File: config.mk
export PLATFORM = sky130hd
export DESIGN_NAME = mem_port_arbiter_flat
export DESIGN_NICKNAME = d
export VERILOG_FILES = /design/src/rtl/mem_port_arbiter_if.sv /design/src/rtl/mem_port_arbiter.sv /design/src/flat_wrapper.sv
export SDC_FILE = /design/constraint.sdc
export NUM_CORES = 1
export LEC_CHECK = 0
export ABC_AREA = 1
export CAP_MARGIN = 20
export CORE_AREA = 2 2 195 197
export CTS_CLUSTER_SIZE = 20
export DETAILED_ROUTE_END_ITERATION = 8
export DIE_AREA = 0 0 197 199
export PLACE_DENSITY = 0.65
export SLEW_MARGIN = 25
export SYNTH_ARGS = -nofsm -noshare
export SYNTH_HDL_FRONTEND = slang
export SYNTH_SLANG_ARGS = --single-unit
File: constraint.sdc
create_clock -name clk -period 2.75 [get_ports clk]
set_input_delay 0.4125 -clock clk [delete_from_list [all_inputs] [get_ports clk]]
set_output_delay 0.4125 -clock clk [all_outputs]
set_load 0.05 [all_outputs]
File: src/rtl/mem_port_arbiter_if.sv
// mem_port_arbiter_if
//   Bundles the three buses around the memory-port arbiter:
//     if_*  : instruction-fetch requester (32-bit read-only, word sized)
//     dm_*  : load/store requester (64-bit, byte/half/word/dword)
//     mem_* : single-ported unified memory macro
//   Modports:
//     master : the arbiter (drives gnt/rvalid/rdata/err and mem_* requests)
//     slave  : the surrounding logic (requesters and memory model)
interface mem_port_arbiter_if;
    // Fetch requester
    logic        if_req;
    logic [63:0] if_addr;
    logic        if_gnt;
    logic        if_rvalid;
    logic [31:0] if_rdata;
    logic        if_err;

    // Load/store requester
    logic        dm_req;
    logic        dm_we;
    logic [1:0]  dm_size;
    logic [63:0] dm_addr;
    logic [63:0] dm_wdata;
    logic        dm_gnt;
    logic        dm_rvalid;
    logic [63:0] dm_rdata;
    logic        dm_err;

    // Memory macro
    logic        mem_req;
    logic        mem_we;
    logic [1:0]  mem_size;
    logic [63:0] mem_addr;
    logic [63:0] mem_wdata;
    logic        mem_ready;
    logic [63:0] mem_rdata;

    modport master (
        input  if_req, if_addr,
        output if_gnt, if_rvalid, if_rdata, if_err,
        input  dm_req, dm_we, dm_size, dm_addr, dm_wdata,
        output dm_gnt, dm_rvalid, dm_rdata, dm_err,
        output mem_req, mem_we, mem_size, mem_addr, mem_wdata,
        input  mem_ready, mem_rdata
    );

    modport slave (
        output if_req, if_addr,
        input  if_gnt, if_rvalid, if_rdata, if_err,
        output dm_req, dm_we, dm_size, dm_addr, dm_wdata,
        input  dm_gnt, dm_rvalid, dm_rdata, dm_err,
        input  mem_req, mem_we, mem_size, mem_addr, mem_wdata,
        output mem_ready, mem_rdata
    );
endinterface

File: src/rtl/mem_port_arbiter.sv
// mem_port_arbiter
//   Shares one single-ported memory between instruction fetch (IF) and
//   load/store (DM). One transaction is outstanding at a time. On a tie the
//   DATA_PRIORITY side wins, except that IF is forced through after losing
//   STARVE_LIMIT arbitrations in a row. A BUSY access that sees no mem_ready
//   for TIMEOUT_CYCLES cycles is aborted and answered with err=1.
//   Ports:
//     clk   : clock, rising edge
//     reset : asynchronous, active-low
//     bus   : mem_port_arbiter_if.master (fetch, load/store and memory buses)
module mem_port_arbiter #(
    parameter int DATA_PRIORITY  = 1,   // 1: DM wins ties, 0: IF wins ties
    parameter int STARVE_LIMIT   = 4,   // 1..15
    parameter int TIMEOUT_CYCLES = 64   // 2..255
) (
    input  logic                clk,
    input  logic                reset,
    mem_port_arbiter_if.master  bus
);

    typedef enum logic { IDLE, BUSY }     state_t;
    typedef enum logic { OWN_IF, OWN_DM } owner_t;

    localparam logic [3:0] STARVE_MAX = 4'(STARVE_LIMIT);
    localparam logic [7:0] TMO_LAST   = 8'(TIMEOUT_CYCLES - 1);

    state_t     state, state_n;
    owner_t     owner;
    logic [3:0] starve_cnt, starve_cnt_n;
    logic [7:0] tmo_cnt;

    logic win_if, win_dm;   // arbitration result in IDLE
    logic done, tmo;        // BUSY termination: normal / aborted

    // NOTE: every signal written here gets a default first, so no path leaves
    // a value unassigned and no latch is inferred.
    always_comb begin
        state_n      = state;
        starve_cnt_n = starve_cnt;
        win_if       = 1'b0;
        win_dm       = 1'b0;
        done         = 1'b0;
        tmo          = 1'b0;

        unique case (state)
            IDLE: begin
                if (bus.if_req && bus.dm_req) begin
                    // Starved fetch overrides the static priority.
                    if (starve_cnt == STARVE_MAX || DATA_PRIORITY == 0)
                        win_if = 1'b1;
                    else
                        win_dm = 1'b1;
                end else if (bus.if_req) begin
                    win_if = 1'b1;
                end else if (bus.dm_req) begin
                    win_dm = 1'b1;
                end

                if (win_if || win_dm)
                    state_n = BUSY;

                // Only losses while fetch is actually waiting accumulate.
                if (win_if || (win_dm && !bus.if_req))
                    starve_cnt_n = '0;
                else if (win_dm && starve_cnt != STARVE_MAX)
                    starve_cnt_n = starve_cnt + 4'd1;
            end

            BUSY: begin
                // mem_ready on the threshold cycle still counts as completion.
                if (bus.mem_ready) begin
                    done    = 1'b1;
                    state_n = IDLE;
                end else if (tmo_cnt == TMO_LAST) begin
                    tmo     = 1'b1;
                    state_n = IDLE;
                end
            end

            default: state_n = IDLE;
        endcase
    end

    // NOTE: sequential state uses non-blocking assignments so every register
    // samples pre-edge values regardless of statement order.
    always_ff @(posedge clk or negedge reset) begin
        if (!reset) begin
            state         <= IDLE;
            owner         <= OWN_IF;
            starve_cnt    <= '0;
            tmo_cnt       <= '0;
            bus.if_gnt    <= 1'b0;
            bus.if_rvalid <= 1'b0;
            bus.if_rdata  <= '0;
            bus.if_err    <= 1'b0;
            bus.dm_gnt    <= 1'b0;
            bus.dm_rvalid <= 1'b0;
            bus.dm_rdata  <= '0;
            bus.dm_err    <= 1'b0;
            bus.mem_req   <= 1'b0;
            bus.mem_we    <= 1'b0;
            bus.mem_size  <= '0;
            bus.mem_addr  <= '0;
            bus.mem_wdata <= '0;
        end else begin
            state      <= state_n;
            starve_cnt <= starve_cnt_n;

            // Grant, rvalid and err are single-cycle pulses.
            bus.if_gnt    <= win_if;
            bus.dm_gnt    <= win_dm;
            bus.if_rvalid <= (done || tmo) && owner == OWN_IF;
            bus.dm_rvalid <= (done || tmo) && owner == OWN_DM;
            bus.if_err    <= tmo && owner == OWN_IF;
            bus.dm_err    <= tmo && owner == OWN_DM;

            if (win_if) begin
                owner         <= OWN_IF;
                tmo_cnt       <= '0;
                bus.mem_req   <= 1'b1;
                bus.mem_we    <= 1'b0;
                bus.mem_size  <= 2'b10;
                bus.mem_addr  <= bus.if_addr;
                bus.mem_wdata <= '0;
            end else if (win_dm) begin
                owner         <= OWN_DM;
                tmo_cnt       <= '0;
                bus.mem_req   <= 1'b1;
                bus.mem_we    <= bus.dm_we;
                bus.mem_size  <= bus.dm_size;
                bus.mem_addr  <= bus.dm_addr;
                bus.mem_wdata <= bus.dm_wdata;
            end else if (state == BUSY) begin
                tmo_cnt <= tmo_cnt + 8'd1;
                if (done || tmo)
                    bus.mem_req <= 1'b0;
            end

            // Response data changes only when a response is issued and
            // otherwise holds its last value.
            if (owner == OWN_IF) begin
                if (done)
                    bus.if_rdata <= bus.mem_rdata[31:0];
                else if (tmo)
                    bus.if_rdata <= '0;
            end else begin
                if (done && !bus.mem_we)
                    bus.dm_rdata <= bus.mem_rdata;
                else if (done || tmo)
                    bus.dm_rdata <= '0;
            end
        end
    end

endmodule

File: src/flat_wrapper.sv
// flat-port wrapper written by rule: the top's interface ports become plain ports
module mem_port_arbiter_flat 
#(
    parameter int DATA_PRIORITY  = 1,                                      
    parameter int STARVE_LIMIT   = 4,           
    parameter int TIMEOUT_CYCLES = 64            
)
  (clk, reset, bus_if_req, bus_if_addr, bus_if_gnt, bus_if_rvalid, bus_if_rdata, bus_if_err, bus_dm_req, bus_dm_we, bus_dm_size, bus_dm_addr, bus_dm_wdata, bus_dm_gnt, bus_dm_rvalid, bus_dm_rdata, bus_dm_err, bus_mem_req, bus_mem_we, bus_mem_size, bus_mem_addr, bus_mem_wdata, bus_mem_ready, bus_mem_rdata);
  mem_port_arbiter_if bus_i ();
  input  logic clk;
  input  logic reset;
  input wire logic [$bits(bus_i.if_req)-1:0] bus_if_req;
  input wire logic [$bits(bus_i.if_addr)-1:0] bus_if_addr;
  output wire logic [$bits(bus_i.if_gnt)-1:0] bus_if_gnt;
  output wire logic [$bits(bus_i.if_rvalid)-1:0] bus_if_rvalid;
  output wire logic [$bits(bus_i.if_rdata)-1:0] bus_if_rdata;
  output wire logic [$bits(bus_i.if_err)-1:0] bus_if_err;
  input wire logic [$bits(bus_i.dm_req)-1:0] bus_dm_req;
  input wire logic [$bits(bus_i.dm_we)-1:0] bus_dm_we;
  input wire logic [$bits(bus_i.dm_size)-1:0] bus_dm_size;
  input wire logic [$bits(bus_i.dm_addr)-1:0] bus_dm_addr;
  input wire logic [$bits(bus_i.dm_wdata)-1:0] bus_dm_wdata;
  output wire logic [$bits(bus_i.dm_gnt)-1:0] bus_dm_gnt;
  output wire logic [$bits(bus_i.dm_rvalid)-1:0] bus_dm_rvalid;
  output wire logic [$bits(bus_i.dm_rdata)-1:0] bus_dm_rdata;
  output wire logic [$bits(bus_i.dm_err)-1:0] bus_dm_err;
  output wire logic [$bits(bus_i.mem_req)-1:0] bus_mem_req;
  output wire logic [$bits(bus_i.mem_we)-1:0] bus_mem_we;
  output wire logic [$bits(bus_i.mem_size)-1:0] bus_mem_size;
  output wire logic [$bits(bus_i.mem_addr)-1:0] bus_mem_addr;
  output wire logic [$bits(bus_i.mem_wdata)-1:0] bus_mem_wdata;
  input wire logic [$bits(bus_i.mem_ready)-1:0] bus_mem_ready;
  input wire logic [$bits(bus_i.mem_rdata)-1:0] bus_mem_rdata;
  assign bus_i.if_req = bus_if_req;
  assign bus_i.if_addr = bus_if_addr;
  assign bus_if_gnt = bus_i.if_gnt;
  assign bus_if_rvalid = bus_i.if_rvalid;
  assign bus_if_rdata = bus_i.if_rdata;
  assign bus_if_err = bus_i.if_err;
  assign bus_i.dm_req = bus_dm_req;
  assign bus_i.dm_we = bus_dm_we;
  assign bus_i.dm_size = bus_dm_size;
  assign bus_i.dm_addr = bus_dm_addr;
  assign bus_i.dm_wdata = bus_dm_wdata;
  assign bus_dm_gnt = bus_i.dm_gnt;
  assign bus_dm_rvalid = bus_i.dm_rvalid;
  assign bus_dm_rdata = bus_i.dm_rdata;
  assign bus_dm_err = bus_i.dm_err;
  assign bus_mem_req = bus_i.mem_req;
  assign bus_mem_we = bus_i.mem_we;
  assign bus_mem_size = bus_i.mem_size;
  assign bus_mem_addr = bus_i.mem_addr;
  assign bus_mem_wdata = bus_i.mem_wdata;
  assign bus_i.mem_ready = bus_mem_ready;
  assign bus_i.mem_rdata = bus_mem_rdata;
  mem_port_arbiter #(.DATA_PRIORITY(DATA_PRIORITY), .STARVE_LIMIT(STARVE_LIMIT), .TIMEOUT_CYCLES(TIMEOUT_CYCLES)) u_core (.clk(clk), .reset(reset), .bus(bus_i));
endmodule
# --- Word level (Yosys, flattened, before mapping) ---
# Index checks and enable logic that the tools add are counted.
op_classes:
  n_eq_ne: 3
  muxes: 43
  addsub: 2
  reduce_logical: 23
  n_bitwise: 2
op_table:
  columns: ["op", "n"]
  rows:
  - ["$mux W64", 6]
  - ["$mux W32", 2]
  - ["$mux W1", 27]
  - ["$mux W8", 3]
  - ["$add A8 B1 Y8 const B", 1]
  - ["$eq A8 B6 Y1 const B", 1]
  - ["$logic_and A1 B1 Y1", 8]
  - ["$mux W4", 2]
  - ["$reduce_and A2 Y1", 4]
  - ["$reduce_bool A2 Y1", 4]
  - ["$reduce_bool A3 Y1", 2]
  - ["$add A4 B1 Y4 const B", 1]
  - ["$eq A4 B3 Y1 const B", 1]
  - ["$mux W2", 2]
  - ["$ne A4 B3 Y1 const B", 1]
  - ["$logic_or A1 B1 Y1", 3]
  - ["$logic_not A1 Y1", 2]
  - ["$not A1 Y1", 2]
  - ["$pmux W1 S2", 1]
word_totals:
  register_bits: 248
  output_inout_bits: 234

# --- Longest topological paths before layout ---
logic_depth:
  word_depth: 9
  mapped_depth: 11
  depth_no_buf: 9

# --- Worst setup path after synthesis ---
# OpenSTA, ideal clock, no wires.
synth_path:
  kind: "register to register"
  startpoint: "reg u_core.bus.mem_we"
  endpoint: "reg u_core.bus.dm_rdata[24]"
  t_arrival_ns: 1.403
  synth_period_minus_slack_ns: 1.469
  path_stages_with_launch: 6
  slack_ns: 1.281
  required_time_ns: 2.684
  path_cell_list: "dfrtp_1 -> inv_1 -> clkbuf_1 -> clkbuf_1 -> nand4_1 -> nand2_1"
synth_via:
  elab_chain_len: 4
synth_lines:
  columns: ["item", "line_no", "rtl"]
  rows:
  - ["start: declaration", "mem_port_arbiter_if.sv:43", "output mem_req, mem_we, mem_size, mem_addr, mem_wdata,"]
  - ["start signal: assignment", "mem_port_arbiter.sv:129", "bus.mem_we <= bus.dm_we;"]
  - ["$logic_not A1 Y1 *", "mem_port_arbiter.sv:147", "if (done && !bus.mem_we)"]
  - ["$logic_and A1 B1 Y1 *", "mem_port_arbiter.sv:147", null]
  - ["$reduce_bool A2 Y1 (no source line)", null, null]
  - ["$reduce_and A2 Y1 (no source line)", null, null]
  - ["end signal: assignment", "mem_port_arbiter.sv:148", "bus.dm_rdata <= bus.mem_rdata;"]
  - ["end: declaration", "mem_port_arbiter_if.sv:42", "output dm_gnt, dm_rvalid, dm_rdata, dm_err,"]
# Mark *: on every way between the ends. The rest lies on a longest branch, timed or not.
# A chain may end at the register's enable or synchronous reset.

# --- Final worst setup path ---
layout_path:
  startpoint: "reg u_core.bus.mem_addr[7]"
  endpoint: "out bus_mem_addr[7]"
layout_rtl:
  columns: ["item", "line_no", "rtl"]
  rows:
  - ["start: declaration", "mem_port_arbiter_if.sv:43", null]
  - ["start signal: assignment", "mem_port_arbiter.sv:123", "bus.mem_addr <= bus.if_addr;"]
  - ["start signal: assignment", "mem_port_arbiter.sv:131", "bus.mem_addr <= bus.dm_addr;"]
  - ["end: declaration", "flat_wrapper.sv:30", "output wire logic [$bits(bus_i.mem_addr)-1:0] bus_mem_addr;"]
# No word-level cell between the ends.

==> summary.md <==
| Metric | Value |
|---|---|
| Largest net degree at the start of global routing | `84` |
| # setup viols final | `0` |
| Fraction of layout cells with a size suffix above 1 | `5.03%` |
| Worst-Skew Late Latency | `0.55 ns` |
| Max frequency | `about 460 MHz` |
| Initial DRT Pass Iterations | `5` |
| Max VDD drop | `0.557 mV` |
| Initial Util | `30.0%` |
| FF-to-FF End | `u_core.bus.dm_rdata[50]` |
| Max Cap Viol | `0` |
| Compound-gate portion of the synthesized area | `0.819%` |
| CTS tree | `built` |
| P per Cell Area | `around 1200 mW/mm^2` |
| Worst Hold End | `u_core.bus.mem_wdata[63]` |
| Leak Pwr | `roughly 0.0088 uW` |
| Sequential area share after synthesis | `55.7%` |
| Initial antenna violation count | `2` |
| Final HPWL DP | `27.1 mm` |
| Die area | `between 0.03 and 0.04 mm^2` |
| IO Count | `498` |
| WHS Path Cells | `3` |
| Crit start category | `register` |
| CTS root buf | `clkbuf_16` |
| Post-synth cell types | `23` |
| Mux share of post-synthesis cell area | `0%` |
| Num rows | `71` |
| CP peak stage delay | `0.84 ns` |
| Data required, critical path | `~2.3 ns` |
| Vias/cell | `4.64` |
| Worst R2R Path Depth | `7` |
| Drt initial violations | `575` |
| Drt wl/cell | `16.5 um` |
| Critical path arrival | `between 1.5 and 2 ns` |
| R2R Setup Slk | `0.73 ns` |
| Outcome | `complete, no violations` |
| Layout area overhead | `57.7%` |
| Critical-path cell list | `clkdlybuf4s50_1` |
| Final hold vios | `0` |
| Postcts setup bufs | `0` |
| # DRC | `0` |
| All-Layer GR Usage | `19.3%` |
| Crit end category | `output pin` |
| Final core utilization | `47.3%` |
| Syn avg cell area | `8.04 um^2` |
| Total negative slack | `0 ns` |
| Post-route antenna net violation count | `0` |
| Largest family of logic cells by synthesized area | `simple AND/OR/NAND/NOR gates` |
| Slowest-stage cell, CP | `clkdlybuf4s50_1` |
| Worst Path Max Fanout | `2` |
| Placer Congestion | `0.891` |
| Cells after synthesis | `1387` |
| Mapped Area | `0.0111 mm^2` |
| Final #Nets | `2115` |
| Worst-case clock buffer depth | `3` |
| Core Box Area | `0.0371 mm^2` |
| Slew HR | `approximately 52%` |
| Critical path class | `register to output pin` |
| Hold WC Path Type | `primary input to register` |
| Family with the most delay on the worst path | `buffers and inverters` |
| Final Cycle Share | `79.5%` |
| PortBufs | `a little under 500` |
| DR vias | `roughly 11000` |
| H-tree Lvls | `1` |
| Setup Skew | `0.0133 ns` |
| Most common cell after layout, fill and taps aside | `nand2_1` |
| Synth warn | `0` |
| Clock slew at reported path FFs | `0.06 ns` |
| Worst r2r src | `u_core.state` |
| Worst slew pin tran | `0.713 ns` |
| Post-synthesis register bit count | `248` |
| Post-layout minimum cycle time | `around 2.2 ns` |
| Routed WL | `38.7 mm` |
| WP buf/inv | `1` |
| Crit path launch | `u_core.bus.mem_addr[7]` |
| Simple-gate share of the synthesized area | `about a third` |
| Chip height | `around 200 um` |
| Commonest non-fill, non-tap cells in the layout | `nand2_1 (548), clkdlybuf4s50_1 (496), dfrtp_1 (247)` |
| Post-Synth Adder-Cell Area | `0.337%` |
| CTS buffer count | `29` |
| Total gr overflow | `0` |
| Synthesized net count | `1654` |
| Number of global-route vias before repair | `between 10000 and 15000` |
| First-pass GRT wire length | `60.3 mm` |
| Hold_sp | `bus_dm_wdata[63]` |
| Unrepaired setup endpoints after global routing | `no` |
| Final slew viol count | `0` |
| Num Clock Sinks | `248` |
| Die X | `197 um` |
| Post-Synth XOR/XNOR Area | `0%` |
[cell usage after synthesis]
cell type / number / area share (%)
nand4_2: 1 / 0.11
clkbuf_1: 27 / 0.91
inv_1: 151 / 5.1
a21o_1: 1 / 0.067
nand2_2: 1 / 0.056
nor2_2: 5 / 0.28
o21ai_0: 11 / 0.49
buf_2: 47 / 2.1
nor3_1: 1 / 0.045
a21oi_1: 3 / 0.13
o21bai_1: 1 / 0.067
ha_1: 3 / 0.34
nor2_4: 1 / 0.10
nand2_1: 551 / 19
buf_1: 6 / 0.20
buf_6: 5 / 0.50
o22ai_1: 1 / 0.056
nor2_1: 16 / 0.54
buf_4: 10 / 0.67
nand3_1: 228 / 10
nand4_1: 65 / 3.6
inv_2: 4 / 0.13
dfrtp_1: 248 / 56
[what timing repair did]
| item | 4_1_cts | 5_1_grt |
|---|---|---|
| gates resized for setup | 0 | 0 |
| hold buffers | 1 | 0 |
| endpoints found under the hold margin | 77 | 0 |
[final cells by class]
cell class	count	area, um^2
fill	3585	19600
sequential	248	6210
timing repair buffer	525	5320
multi-input combinational	889	3890
clock buffer	36	802
tap	474	593
inverter	155	584
clock inverter	14	183
antenna	2	5.00
[worst max-delay path by stage]
stage | endpoint | slack, ns | depth (start not counted)
floorplan | u_core.bus.dm_rdata[24] | 1.28 | 5
global placement | u_core.bus.mem_addr[28] | 0.68 | 7
detailed placement | u_core.bus.dm_rdata[46] | 0.64 | 8
CTS | bus_mem_req | 0.51 | 1
global route | bus_mem_req | 0.47 | 1
finish | bus_mem_addr[7] | 0.56 | 1
[layer usage]
metal | share of wire [%] | global-route usage [%] | vias up
met5 | 0 | 0 | -
met1 | 40 | 24.1 | 5118
li1 | - | - | 5262
met2 | 49 | 33.1 | 413
met4 | 3.5 | 6.63 | 0
met3 | 7.2 | 4.27 | 71
[flip-flops by register name, summed over array words and instances (netlist names)]
| signal | count |
|---|---|
| u_core.bus.dm_gnt | 1 |
| u_core.bus.dm_rdata | 64 |
| u_core.bus.mem_wdata | 64 |
| u_core.tmo_cnt | 8 |
| u_core.bus.mem_we | 1 |
| u_core.bus.mem_addr | 64 |
| u_core.bus.dm_rvalid | 1 |
| u_core.bus.if_err | 1 |
| u_core.bus.dm_err | 1 |
| u_core.bus.if_gnt | 1 |
| u_core.bus.mem_req | 1 |
| u_core.owner | 1 |
| u_core.bus.if_rvalid | 1 |
| u_core.bus.if_rdata | 32 |
| u_core.bus.mem_size | 2 |
| u_core.state | 1 |
| u_core.starve_cnt | 4 |
[power by group]
group | leakage [uW] | switching, uW | internal [uW]
combinational | 0.00522 | 7290 | 3400
clock | 0.000485 | 1550 | 2430
sequential | 0.00313 | 876 | 5030
total | 0.00883 | 9720 | 10900
[stage by stage]
step | setup WS [ns] | hold slack, ns | power, uW | instance area, um^2 | std cells
2_1_floorplan | 1.28 | 0.117 | 12600 | 11100 | 1387
3_3_place_gp | 0.677 | 0.461 | 16600 | 16600 | 2290
3_5_place_dp | 0.637 | 0.464 | 16700 | 16600 | 2290
4_1_cts | 0.513 | 0.361 | 20800 | 17600 | 2341
5_1_grt | 0.472 | 0.382 | 21600 | 17600 | 2342
6_report | 0.564 | 0.397 | 20600 | 17600 | 2343
[kinds of logic (layout without fill, tap and decap cells)]
| kind of cell | after synthesis | in the layout |
|---|---|---|
| buffers and inverters | 250 | 730 |
| and+or+nand+nor | 869 | 869 |
| adders and majority gates | 3 | 3 |
| other | 0 | 2 |
| AOI/OAI and AO/OA | 17 | 17 |
| DFF | 248 | 248 |
Note: power is estimated with default switching activity, not from simulation.
